[src/rtl/riscv_pipe_pkg.sv]
// riscv_pipe_pkg: shared pipeline types and constants for the hazard controller.
package riscv_pipe_pkg;

    localparam int REG_IDX_W = 5;
    localparam logic [31:0] NOP_INSN = 32'h00000013;

    typedef enum logic [1:0] {
        RUN,
        FREEZE,
        FETCH_WAIT
    } pipe_state_e;

endpackage

[src/rtl/pipe_hazard_ctrl_sat_counter.sv]
// sat_counter: synchronous-clear up counter that holds at all-ones.
module sat_counter #(
    parameter int W = 16
) (
    input  logic         clk,
    input  logic         inc_i,
    input  logic         clear_i,
    output logic [W-1:0] count_o
);

    logic [W-1:0] count_q;

    always_ff @(posedge clk) begin
        count_q <= clear_i ? '0 : (inc_i && count_q != '1) ? count_q + 1'b1 : count_q;
    end

    assign count_o = count_q;

endmodule

[src/rtl/pipe_hazard_ctrl.sv]
// pipe_hazard_ctrl: stall/flush sequencing for the 5-stage pipeline registers,
// resolving load-use, taken branches, fetch waits and data-memory freezes.
module pipe_hazard_ctrl
    import riscv_pipe_pkg::*;
#(
    parameter int CNT_W = 16
) (
    input  logic                 clk,
    input  logic                 reset,
    input  logic [REG_IDX_W-1:0] id_rs1_i,
    input  logic [REG_IDX_W-1:0] id_rs2_i,
    input  logic                 id_uses_rs2_i,
    input  logic                 ex_mem_read_i,
    input  logic [REG_IDX_W-1:0] ex_rd_i,
    input  logic                 mem_branch_taken_i,
    input  logic                 imem_ready_i,
    input  logic                 dmem_busy_i,
    output logic                 pc_write_o,
    output logic                 if_id_write_o,
    output logic                 if_id_flush_o,
    output logic                 id_ex_write_o,
    output logic                 id_ex_flush_o,
    output logic                 ex_mem_flush_o,
    output logic                 pc_sel_branch_o,
    output logic [CNT_W-1:0]     stall_cnt_o,
    output logic [CNT_W-1:0]     flush_cnt_o
);

    pipe_state_e state_q, state_d;
    logic        br_pend_q, br_pend_d;
    logic        drop_q, drop_d;
    logic        lu, branch;

    assign lu = ex_mem_read_i && ex_rd_i != '0 &&
                (ex_rd_i == id_rs1_i || (id_uses_rs2_i && ex_rd_i == id_rs2_i));
    assign branch = mem_branch_taken_i || br_pend_q;

    always_comb begin
        pc_write_o      = 1'b1;
        if_id_write_o   = 1'b1;
        if_id_flush_o   = 1'b0;
        id_ex_write_o   = 1'b1;
        id_ex_flush_o   = 1'b0;
        ex_mem_flush_o  = 1'b0;
        pc_sel_branch_o = 1'b0;
        state_d         = RUN;
        br_pend_d       = br_pend_q;
        drop_d          = drop_q;
        if (reset) begin
            pc_write_o     = 1'b0;
            if_id_write_o  = 1'b0;
            id_ex_write_o  = 1'b0;
            if_id_flush_o  = 1'b1;
            id_ex_flush_o  = 1'b1;
            ex_mem_flush_o = 1'b1;
            br_pend_d      = 1'b0;
            drop_d         = 1'b0;
        end else if (dmem_busy_i) begin
            pc_write_o    = 1'b0;
            if_id_write_o = 1'b0;
            id_ex_write_o = 1'b0;
            state_d       = FREEZE;
            br_pend_d     = br_pend_q || mem_branch_taken_i;
        end else if (branch) begin
            // An in-flight fetch belongs to the wrong path; its ready pulse is discarded later.
            pc_sel_branch_o = 1'b1;
            if_id_flush_o   = 1'b1;
            id_ex_flush_o   = 1'b1;
            ex_mem_flush_o  = 1'b1;
            br_pend_d       = 1'b0;
            drop_d          = !imem_ready_i;
            state_d         = imem_ready_i ? RUN : FETCH_WAIT;
        end else if (lu && state_q != FETCH_WAIT) begin
            pc_write_o    = 1'b0;
            if_id_write_o = 1'b0;
            id_ex_flush_o = 1'b1;
        end else if (!imem_ready_i) begin
            pc_write_o    = 1'b0;
            if_id_flush_o = 1'b1;
            state_d       = FETCH_WAIT;
        end else if (drop_q) begin
            pc_write_o    = 1'b0;
            if_id_flush_o = 1'b1;
            drop_d        = 1'b0;
        end
    end

    always_ff @(posedge clk) begin
        state_q   <= state_d;
        br_pend_q <= br_pend_d;
        drop_q    <= drop_d;
    end

    sat_counter #(.W(CNT_W)) u_stall_cnt (
        .clk     (clk),
        .inc_i   (!reset && !pc_write_o),
        .clear_i (reset),
        .count_o (stall_cnt_o)
    );

    sat_counter #(.W(CNT_W)) u_flush_cnt (
        .clk     (clk),
        .inc_i   (!reset && !dmem_busy_i && branch),
        .clear_i (reset),
        .count_o (flush_cnt_o)
    );

endmodule
[config.mk]
export PLATFORM = sky130hd
export DESIGN_NAME = pipe_hazard_ctrl
export DESIGN_NICKNAME = d
export VERILOG_FILES = /design/src/rtl/riscv_pipe_pkg.sv /design/src/rtl/pipe_hazard_ctrl_sat_counter.sv /design/src/rtl/pipe_hazard_ctrl.sv
export SDC_FILE = /design/constraint.sdc
export NUM_CORES = 1
export LEC_CHECK = 0
export CORE_MARGIN = 1
export CORE_UTILIZATION = 46
export CTS_CLUSTER_DIAMETER = 200
export CTS_CLUSTER_SIZE = 10
export DETAILED_ROUTE_END_ITERATION = 7
export GPL_TIMING_DRIVEN = 0
export HOLD_SLACK_MARGIN = 0.03
export PLACE_DENSITY = 0.88
export SYNTH_ARGS = -nofsm -noshare
export SYNTH_HDL_FRONTEND = slang
export SYNTH_SLANG_ARGS = --single-unit
[constraint.sdc]
create_clock -name clk -period 2.2 [get_ports clk]
set_input_delay 0.44 -clock clk [delete_from_list [all_inputs] [get_ports clk]]
set_output_delay 0.44 -clock clk [all_outputs]
set_load 0.1 [all_outputs]
=== Word-level counts from Yosys, hierarchy flattened ===
Cells that the tools add are included.

* Output and inout port bits: 39
* Word-level logic and storage cells: 70
* Register bits after elaboration: 36
* Input bits: 22

* $add $sub $neg: 2
* Muxes and demuxes: 35
* Bitwise gates (word level): 1
* Eq/ne operators: 6
* Reductions and logical operators: 20

{| class="wikitable"
|+ Operators with widths
! cell !! count
|-
| 16-bit by 1-bit adder with 16-bit output, second input constant || 2
|-
| 1-bit 2-to-1 mux || 32
|-
| 16-bit inequality test, second input constant || 2
|-
| 5-bit equality test || 2
|-
| 1-bit logical AND || 9
|-
| 2-bit 2-to-1 mux || 3
|-
| 5-bit nonzero test || 1
|-
| 1-bit logical NOT || 4
|-
| 2-bit inequality test, second input constant || 2
|-
| 2-bit nonzero test || 2
|-
| 3-bit AND reduction || 1
|-
| 1-bit logical OR || 2
|-
| 2-bit OR reduction || 1
|-
| 1-bit NOT || 1
|}

=== Logic depth before layout (Yosys ltp) ===
* Depth after elaboration: 12
* Mapped depth: 8

=== Modules after synthesis ===
From an unflattened synthesis, not the netlist that was laid out.

* Cell total of the unflattened synthesis: 247
* Area, all modules: 2088.3 um^2

{| class="wikitable"
|+ Modules (own cells, without submodules)
! module !! area an instance (um^2) !! seq. area each (um^2) !! times used !! cells each
|-
| sat_counter || 848.3 || 320.3 || 2 || 99
|-
| pipe_hazard_ctrl || 391.6 || 80.1 || 1 || 49
|}

=== Least setup slack after synthesis ===
Ideal clock, no wire load.

* Path kind: input -> output
* From: input ex_rd_i[1]
* To: output pc_write_o
* Cell stages on the path: 5
* Path buffers: 0
* Slack: -1.756 ns
* Arrival: 3.516 ns
* Cells stage by stage: or4_1 -> o221ai_1 -> or2_2 -> a21oi_1 -> nor3_1

* Word-level cells in the longest chain between the ends: 9
* Elaborated cells between the ends (all ways): 12
* Classes of those cells: 2 x eq/ne; 4 x mux; 6 x reduce/logical

{| class="wikitable"
|+ Ends and longest elaborated chain
! element !! line !! source
|-
| start: declaration || pipe_hazard_ctrl.sv:14 || <nowiki>input logic [REG_IDX_W-1:0] ex_rd_i,</nowiki>
|-
| 5-bit equality test || pipe_hazard_ctrl.sv:35 || <nowiki>(ex_rd_i == id_rs1_i || (id_uses_rs2_i && ex_rd_i == id_rs2_i));</nowiki>
|-
| 1-bit logical AND || pipe_hazard_ctrl.sv:35 ||
|-
| 1-bit logical OR || pipe_hazard_ctrl.sv:35 ||
|-
| 1-bit logical AND (*) || pipe_hazard_ctrl.sv:34 || <nowiki>assign lu = ex_mem_read_i && ex_rd_i != '0 &&</nowiki>
|-
| 1-bit logical AND (*) || pipe_hazard_ctrl.sv:73 || <nowiki>end else if (lu && state_q != FETCH_WAIT) begin</nowiki>
|-
| 1-bit 2-to-1 mux (*) || pipe_hazard_ctrl.sv:73 ||
|-
| 1-bit 2-to-1 mux (*) || pipe_hazard_ctrl.sv:64 || <nowiki>end else if (branch) begin</nowiki>
|-
| 1-bit 2-to-1 mux (*) || pipe_hazard_ctrl.sv:58 || <nowiki>end else if (dmem_busy_i) begin</nowiki>
|-
| 1-bit 2-to-1 mux (*) || pipe_hazard_ctrl.sv:49 || <nowiki>if (reset) begin</nowiki>
|-
| end: declaration || pipe_hazard_ctrl.sv:18 || <nowiki>output logic pc_write_o,</nowiki>
|}

Mark *: on every way between the ends. The rest lies on a longest branch, timed or not.

=== Worst setup path in the final report ===
* From: input ex_rd_i[4]
* To: output if_id_flush_o

* Word-level cells in the longest chain between the ends: 9
* Elaborated cells between the ends (all ways): 12
* Classes of those cells: 2 x eq/ne; 4 x mux; 6 x reduce/logical

{| class="wikitable"
|+ Ends and longest elaborated chain
! element !! line !! source
|-
| 5-bit equality test || pipe_hazard_ctrl.sv:35 ||
|-
| 1-bit logical AND || pipe_hazard_ctrl.sv:35 ||
|-
| 1-bit logical OR || pipe_hazard_ctrl.sv:35 ||
|-
| 1-bit logical AND (*) || pipe_hazard_ctrl.sv:34 ||
|-
| 1-bit logical AND (*) || pipe_hazard_ctrl.sv:73 ||
|-
| 1-bit 2-to-1 mux (*) || pipe_hazard_ctrl.sv:73 ||
|-
| 1-bit 2-to-1 mux (*) || pipe_hazard_ctrl.sv:64 ||
|-
| 1-bit 2-to-1 mux (*) || pipe_hazard_ctrl.sv:58 ||
|-
| 1-bit 2-to-1 mux (*) || pipe_hazard_ctrl.sv:49 ||
|-
| end: declaration || pipe_hazard_ctrl.sv:20 || <nowiki>output logic if_id_flush_o,</nowiki>
|}

Marks and branches as above.

==> out/metrics.cfg <==
[global_route]
grt_pass1_vias = 1861
antenna_found_initial = 0
grt.total_usage_pct = 24.42
grt_pass1_wl_um = 8321
grt.overflow.total = 0
grt_max_degree = 12

[synth]
yosysTopAreaCell = dfxtp_1
yosys_warnings = 0
yosysTopAreaCellShare_pct = 37.23
synth-xor-area-share_pct = 10.86
synth_compound_area_share_pct = 16.10
async_reset_ff_share_pct = 0
synth-edff-count = 0
syn_nets = 264
netlist_instances = 240
synth_top_family_by_area = simple AND/OR/NAND/NOR gates
synthesis.area_mm2 = 0.001936
ys_seq_elements = 36
ys.flop_type = dfxtp_1
syn_area_per_cell_um2 = 8.065
synth_mux_area_share_pct = 0.5171
synth_fa_ha_area_share_pct = 1.293
synth.distinct_cells = 41
ys_seq_area_share_pct = 37.23
ys_top_cells_by_area = dfxtp_1 (37%), xor2_1 (5.9%), xnor2_1 (5.0%)
synth-simple-area-share_pct = 31.42

[worst_hold_path]
min_path_type = reg2reg
min_from = u_flush_cnt.count_o[1]
hold_end = u_flush_cnt.count_o[1]
holdPathStages = 2

[power_and_ir_drop]
pwr-share-clk_pct = 32.7
p_int_w = 0.001042
power.share.switching_pct = 31.40
power_leakage_nw = 1.334
combPwrFrac_pct = 23.2
seqPwrFrac_pct = 44.1
ir_drop_v = 0.0004197
power_density_mw_per_mm2 = 493.5
switching_power_w = 0.0004771

[sta]
tightest_slew_ns = 0.9767
skew_ns = 0.009564
max_clock_freq_mhz = 417.1
period_minus_slack_ns = 2.398
finalCritPeriodShare_pct = 109.0
setup_viol = 4
drv_slew = 0
holdWs_ns = 0.4789
final_hold_viol_count = 0
slew_headroom_pct = 35.15
fin_tns_setup_ns = -0.5057
fin_ws_ns = -0.1975
rsz0062_at_grt = true

[placement]
io_buffers = 60
place_hpwl_um = 3756
gp_congestion = 0.8056

[worst_setup_path]
reg2reg_to = u_stall_cnt.count_o[10]
reg2reg_slack_ns = 0.05
critPathSlowestCell = or4_4
end_kind = output pin
rr_worst_depth = 7
crit_chain = buf_8 > or4_4 > o221ai_4 > nor2_2 > o21a_1 > o21bai_4 > buf_12
cp_max_fo = 3
cp_data_required_time_ns = 1.76
worst-setup-path-type = in2out
worstPathArrival_ns = 1.96
worstSetupStartpointType = primary input
critPathMaxStageDelay_ns = 0.54
r2r-start = u_stall_cnt.count_o[1]

[route]
drc = 0
dr.pass1.iters = 4
final_antenna_net_count = 0
wirelength_um = 5615
wl_per_cell_um = 15.34
via_count = 2081
drt_iter0_markers = 76
viasPerCell = 5.686

[final_layout]
diodes = 0
fill_cells = 295
final_cell_mix = dlygate4sd2_1 (39), nand2_1 (24), nor2_1 (19), dfxtp_2 (19), a21oi_1 (15)
drive_gt1_share_pct = 30.06
multi_input_area_mm2 = 0.001438
final-seq-area_um2 = 763.2
syn_to_final_growth_pct = 59.08
nets = 339
layout_commonest_cell = dlygate4sd2_1

[die]
fp.coreArea_mm2 = 0.004029
die-area_mm2 = 0.004471
row_count = 23
ioPinCount = 61
die_h_um = 66.87
start_util_pct = 48.04
die_x_um = 66.87

[clocking]
cts_root_buffer = clkbuf_8
clk_latency_ns = 0.29
cts_sinks = 36
clock_path_buffers = 2
cts_buffers = 5
clk_pin_slew_ns = 0.07
cts_max_level = 2
cts_tree = done

[status]
outcome = finished with violations
violations = setup timing

[flow_run]
max-cap-violations = 0

-- cells by family (layout without fill, tap and decap cells) --
logic type      after synthesis  count (layout)
simple gates                116             116
compound gates               49              50
flops                        36              36
xor+xnor                     24              24
buf+inv                      12              87
fa+ha+maj                     2               2
mux                           1               1
-- sequential cells by signal, summed over array words and instances, names as in the netlist --
| register | flops |
|---|---|
| br_pend_q | 1 |
| drop_q | 1 |
| state_q | 2 |
| u_flush_cnt.count_o | 16 |
| u_stall_cnt.count_o | 16 |
-- area by class of cell --
class	instances	area share (%)
Inverter	3	0.3657
Timing Repair Buffer	68	20.80
Sequential cell	36	24.79
Tap cell	50	2.032
Clock buffer	7	2.804
Buffer	8	2.316
Clock inverter	1	0.2032
Multi-Input combinational cell	193	46.69
-- worst max-delay path by stage --
stage,endpoint,from
floorplan,pc_write_o,ex_rd_i[1]
global placement,if_id_flush_o,ex_rd_i[4]
detailed placement,if_id_flush_o,ex_rd_i[3]
CTS,pc_write_o,ex_rd_i[4]
global route,if_id_flush_o,ex_rd_i[0]
finish,if_id_flush_o,ex_rd_i[4]
-- power groups by stage --
stage               registers [W]  logic (W)  clock network [W]
finish                   0.000671   0.000352           0.000497
global route             0.000672   0.000370           0.000532
CTS                      0.000672   0.000333           0.000501
detailed placement       0.000687   0.000309                  0
global placement         0.000687   0.000306                  0
floorplan                0.000736   0.000163                  0
-- metal layers --
metal / GRT usage, % / up-vias / wire length (um) / share of wire (%)
li1: - / 1027 / - / -
met1: 28.72 / 995 / 2386 / 42
met2: 42.68 / 55 / 2858 / 51
met3: 6.164 / 4 / 320 / 5.7
met4: 7.979 / 0 / 49 / 0.87
met5: 0 / - / 0 / 0
-- timing repair --
item | CTS | global route
resized for setup | 148 | 10
buffers inserted | 3 | 5
pin swaps | 16 | 6
cloned | 0 | 1
hold buffers | 0 | 0
endpoints found under the hold margin | 0 | 0
setup endpoints to repair | 56 | 19
-- through the flow --
stage / cells / util [%] / total power (W) / area, um^2 / worst slack, ns
finish: 366 / 76.43 / 0.001520 / 3079 / -0.1975
global route: 366 / 76.43 / 0.001574 / 3079 / -0.2436
CTS: 360 / 74.81 / 0.001506 / 3014 / -0.1762
detailed placement: 350 / 70.65 / 0.0009966 / 2846 / -1.627
global placement: 350 / 70.65 / 0.0009928 / 2846 / -1.593
floorplan: 240 / - / 0.0008992 / 2183 / -0.4270
-- cell usage after synthesis (all sizes together) (3+ instances only) --
cell    instances
and4            5
and3            5
nand3           9
nand4b          3
inv             3
o21ai          14
dfxtp          36
a21oi          17
xnor2          11
nor2b           7
or4             5
clkbuf          8
or3             7
xor2           13
and2            6
nor2           24
nand4           5
nor3           12
nand2          24
-- critical path: cells and delay by family --
family	cells	cell delay, ns
AND/OR/NAND/NOR	2	0.62
buffers and inverters	2	0.29
AO/OA/AOI/OAI	3	0.61
No activity file was read; power rests on OpenSTA's default activity.
